--- src/rtl/avalon_mm_arbiter.sv ---
// avalon_mm_arbiter: two-master round-robin Avalon-MM arbiter with lock holding and lock watchdog
module avalon_mm_arbiter #(
  parameter int ADDR_W = 32,
  parameter int DATA_W = 32,
  parameter int LOCK_TIMEOUT = 1024
) (
  input  logic              CLK,
  input  logic              RST,
  input  logic [ADDR_W-1:0] M0_ADDRESS,
  input  logic [DATA_W-1:0] M0_WRITEDATA,
  input  logic              M0_READ,
  input  logic              M0_WRITE,
  input  logic              M0_LOCK,
  input  logic              M0_BEGINTRANSFER,
  output logic              M0_WAITREQUEST,
  output logic [DATA_W-1:0] M0_READDATA,
  input  logic [ADDR_W-1:0] M1_ADDRESS,
  input  logic [DATA_W-1:0] M1_WRITEDATA,
  input  logic              M1_READ,
  input  logic              M1_WRITE,
  input  logic              M1_LOCK,
  input  logic              M1_BEGINTRANSFER,
  output logic              M1_WAITREQUEST,
  output logic [DATA_W-1:0] M1_READDATA,
  output logic [ADDR_W-1:0] S_ADDRESS,
  output logic [DATA_W-1:0] S_WRITEDATA,
  output logic              S_READ,
  output logic              S_WRITE,
  output logic              S_LOCK,
  output logic              S_BEGINTRANSFER,
  input  logic              S_WAITREQUEST,
  input  logic [DATA_W-1:0] S_READDATA,
  output logic [1:0]        GRANT,
  output logic              LOCK_ERR
);
  localparam logic [1:0] IDLE = 2'd0;
  localparam logic [1:0] OWN0 = 2'd1;
  localparam logic [1:0] OWN1 = 2'd2;
  localparam int WD_W = $clog2(LOCK_TIMEOUT);
  localparam logic [WD_W-1:0] WD_MAX = WD_W'(LOCK_TIMEOUT - 1);
  logic [1:0] state, state_nx;
  logic [WD_W-1:0] wd;
  logic req0, req1, own0, own1, req_o, lock_o, done, wd_hit, rr_last, started, lock_err;
  logic unused;
  assign unused = ^{M0_BEGINTRANSFER, M1_BEGINTRANSFER};
  assign req0 = M0_READ | M0_WRITE;
  assign req1 = M1_READ | M1_WRITE;
  assign own0 = state == OWN0;
  assign own1 = state == OWN1;
  assign req_o = own0 ? req0 : own1 ? req1 : 1'b0;
  assign lock_o = own0 ? M0_LOCK : own1 ? M1_LOCK : 1'b0;
  assign done = req_o & ~S_WAITREQUEST;
  assign wd_hit = ~req_o & lock_o & (wd == WD_MAX);
  // next owner: round-robin from idle, hold under lock, release on completion, idle or watchdog
  always_comb begin
    state_nx = state;
    if (state == IDLE)
      state_nx = (req0 & (~req1 | rr_last)) ? OWN0 : req1 ? OWN1 : IDLE;
    else if (done)
      state_nx = lock_o ? state : IDLE;
    else if (~req_o & (~lock_o | wd_hit))
      state_nx = IDLE;
  end
  // owner, round-robin history, transfer-start tracking and lock watchdog
  always_ff @(posedge CLK or posedge RST) begin
    if (RST) begin
      state    <= IDLE;
      rr_last  <= 1'b1;
      wd       <= '0;
      started  <= 1'b0;
      lock_err <= 1'b0;
    end else begin
      state    <= state_nx;
      started  <= req_o & ~done;
      wd       <= (req_o | ~lock_o | wd_hit) ? '0 : wd + 1'b1;
      lock_err <= wd_hit;
      if (done | wd_hit) rr_last <= own1;
    end
  end
  assign S_ADDRESS       = own0 ? M0_ADDRESS : own1 ? M1_ADDRESS : '0;
  assign S_WRITEDATA     = own0 ? M0_WRITEDATA : own1 ? M1_WRITEDATA : '0;
  assign S_READ          = own0 ? M0_READ : own1 ? M1_READ : 1'b0;
  assign S_WRITE         = own0 ? M0_WRITE & ~M0_READ : own1 ? M1_WRITE & ~M1_READ : 1'b0;
  assign S_LOCK          = lock_o;
  assign S_BEGINTRANSFER = req_o & ~started;
  assign M0_WAITREQUEST  = own0 ? S_WAITREQUEST : 1'b1;
  assign M1_WAITREQUEST  = own1 ? S_WAITREQUEST : 1'b1;
  assign M0_READDATA     = own0 ? S_READDATA : '0;
  assign M1_READDATA     = own1 ? S_READDATA : '0;
  assign GRANT           = {own1, own0};
  assign LOCK_ERR        = lock_err;
endmodule

--- config.mk ---
export PLATFORM = sky130hd
export DESIGN_NAME = avalon_mm_arbiter
export DESIGN_NICKNAME = d
export VERILOG_FILES = /design/src/rtl/avalon_mm_arbiter.sv
export SDC_FILE = /design/constraint.sdc
export NUM_CORES = 1
export LEC_CHECK = 0
export BUFFER_PORTS_ARGS = -buffer_cell sky130_fd_sc_hd__buf_2
export CAP_MARGIN = 20
export CORE_AREA = 4 4 116 118
export DETAILED_ROUTE_END_ITERATION = 16
export DIE_AREA = 0 0 120 122
export GPL_TIMING_DRIVEN = 0
export RECOVER_POWER = 25
export SYNTH_ARGS = -nofsm -noshare
export SYNTH_HDL_FRONTEND = slang
export SYNTH_SLANG_ARGS = --single-unit
--- constraint.sdc ---
create_clock -name CLK -period 3.8 [get_ports CLK]
set_input_delay 0.38 -clock CLK [delete_from_list [all_inputs] [get_ports CLK]]
set_output_delay 0.38 -clock CLK [all_outputs]
set_load 0.005 [all_outputs]
==> metrics <==
FF+latch count, synth 15; drc violations 0; Buffers & Inverters on Critical Path 4; count of different cell masters after synthesis 35; slowest stage delay, CP 480 ps; Tot GR Track Use 12.9%; Clock Latency Late Sink 240 ps; sequential share of the synthesized area 20.1%; switching fraction of total power 45.1%; P&R area growth vs syn 95.8%; WL final 11000 µm; sequential power share 11.0%; final net count 719; Final min period 2690 ps; outcome completed; DRT iter0 DRCs 98; total power 1.91 mW; CTS tree done; I/O pins 308; initial core utilization 15.0%; Vias/cell 4.13; worst r2r path cells 5; Finished Layout Cells 718; Die Ht 122 µm; worst path cell trace nand2b_1, inv_1, clkbuf_1, buf_2, and2_1, buf_2; post-CTS setup buffers 0; CP Data Required Time 3420 ps; initial antenna violation count 0; Synth Net Count 409; Max Fanout on Critical Path 10; RSZ-0062 raised after global routing false; syn_area_per_cell 7.89 µm²; Clock power frac 10.5%; Max VDD drop 0.363 mV; hold buffers post-CTS 0; Final Util 29.4%; H-tree levels 1; Worst path most repeated cell buf_2; leading post-synthesis cells by cell area a22o_1 (30%), and2_1 (22%), dfrtp_1 (19%); Max-slew headroom 63.2%; clk buf depth 2; leading area contributor after synthesis a22o_1; crit end category output port; CP max stage cell clkbuf_1; die area 14600 µm²; # fillers 1415; number of global-route vias before repair 2724; vias 2964; clock skew 2.69 ps; FF-to-FF setup slack 1780 ps; cell area power density 522 nW/µm²; Startpoint Class flip-flop; Clock Pin Slew Worst Setup and Hold Paths 50 ps; GRT overflow 0; Die Wd 120 µm; delay-heaviest family, CP buffers and inverters; fmax 372 MHz; leakage power 2.20 nW; TritonCTS buffer count 3; Worst-Margin Slew 551 ps; Hold Vio Cnt, Final 0; worst hold path class in2async; combinational power share 78.5%; core area 12500 µm²; global-route wire length before repair 15200 µm; layout cells sized above 1 56.6%; Synth Warn # 0; cell count after synthesis 237; Int Pwr 1.05 mW; net switching power 0.862 mW; Fin Setup TNS 0 ps; Mapped Area 1870 µm²; Port Buf Inserts 305; Setup WS post-layout 1110 ps; DRT antenna net count 0; routed length per instance 15.4 µm; Place WS 1580 ps; Placed Instances 714; CP Class reg2out; reg2reg start state[0]$_DFFE_PP0P_; Max Slew Vio Count 0; Root Driver clkbuf_16; largest net degree at the start of global routing 16; reg2reg end wd[5]$_DFF_PP0_; arrival time at the worst endpoint 2310 ps; Resized cells post-CTS 0; Synth top area share 30.5%; final setup vio count 0; crit share post-route 70.7%; Max Cap Viol 0; Clock Sinks 15; DRT Pass-1 Iters 6; row count 41; Final GP Congestion 0.782; Antenna diodes 0; Post-DP HPWL 9370 µm
sequential cells by signal (all words and copies together), names as in the netlist:
register  flops
LOCK_ERR      1
wd           10
started       1
rr_last       1
state         2
synth_stat cells (all sizes together):
library cell	n
inv	8
nand2	2
o32ai	1
a21oi	1
and2	65
o211ai	1
o22a	1
xnor2	2
nor3	1
nand2b	5
nor4	2
nand4	1
dfrtp	14
buf	14
nor2	16
a31oi	1
nor3b	1
ha	1
o31ai	2
xor2	6
nand3	8
and3	4
clkbuf	8
a22o	66
o22ai	1
dfstp	1
o21ai	3
or3	1
metal layers:
| metal | routed length [µm] | vias up | global-route usage, % | part of all wire, % |
|---|---|---|---|---|
| li1 | - | 1475 | - | - |
| met1 | 4770 | 1327 | 18.2 | 43 |
| met2 | 5170 | 156 | 20.5 | 47 |
| met3 | 1030 | 6 | 2.83 | 9.3 |
| met4 | 80 | 0 | 2.29 | 0.72 |
| met5 | 0 | - | 0 | 0 |
cell type report:
type                       instances  area, µm²  share of cell area, %
sequential                        15        377                   10.3
timing repair buffer             305       1520                   41.5
multi-input combinational        192       1350                   36.8
clock buffer                       4       78.8                   2.15
inverter                           8       30.0                  0.821
tap                              172        215                   5.88
buffer                            22       93.8                   2.56
power by group through the flow:
stage          logic [mW]  clock network (mW)  registers, mW
2_1_floorplan       0.790                   0          0.207
3_3_place_gp         1.55                   0          0.213
3_5_place_dp         1.54                   0          0.213
4_1_cts              1.55               0.206          0.211
5_1_grt              1.65               0.214          0.214
6_report             1.50               0.200          0.210
worst max path at each step:
| stage | start | to | slack (ps) | cells after the start |
|---|---|---|---|---|
| 6_report | state[0]$_DFFE_PP0P_ | M1_READDATA[19] | 1110 | 6 |
| 5_1_grt | state[0]$_DFFE_PP0P_ | M1_READDATA[19] | 890 | 6 |
| 4_1_cts | state[1]$_DFFE_PP0P_ | S_WRITEDATA[30] | 1300 | 6 |
| 3_5_place_dp | state[1]$_DFFE_PP0P_ | S_WRITEDATA[30] | 1580 | 6 |
| 3_3_place_gp | state[1]$_DFFE_PP0P_ | S_WRITEDATA[30] | 1620 | 6 |
| 2_1_floorplan | state[1]$_DFFE_PP0P_ | S_WRITEDATA[24] | 2190 | 5 |
kinds of logic after synthesis:
family	synth area share (%)
simple gates	33.5
compound gates	35.3
buf+inv	6.69
flops	20.1
xor+xnor	3.75
fa+ha+maj	0.669
per-stage QoR:
step / hold slack [ps] / instance area [µm²]
4_1_cts: 196 / 3690
3_3_place_gp: 455 / 3610
3_5_place_dp: 459 / 3610
2_1_floorplan: 281 / 1870
5_1_grt: 224 / 3660
6_report: 177 / 3660
cells in the final DEF, fill, tap and decap left out, types with 3 or more instances in the layout:
| cell | Yosys | routed |
|---|---|---|
| clkbuf_1 | 8 | 16 |
| clkbuf_16 | 0 | 3 |
| buf_2 | 4 | 302 |
| and3_1 | 4 | 4 |
| nand3_1 | 7 | 8 |
| dfrtp_1 | 14 | 14 |
| inv_1 | 6 | 8 |
| and2_1 | 65 | 65 |
| buf_1 | 8 | 8 |
| nor2_1 | 16 | 16 |
| xor2_1 | 6 | 6 |
| a22o_1 | 65 | 66 |
| nand2b_1 | 4 | 5 |
No activity file was read; power rests on OpenSTA's default activity.
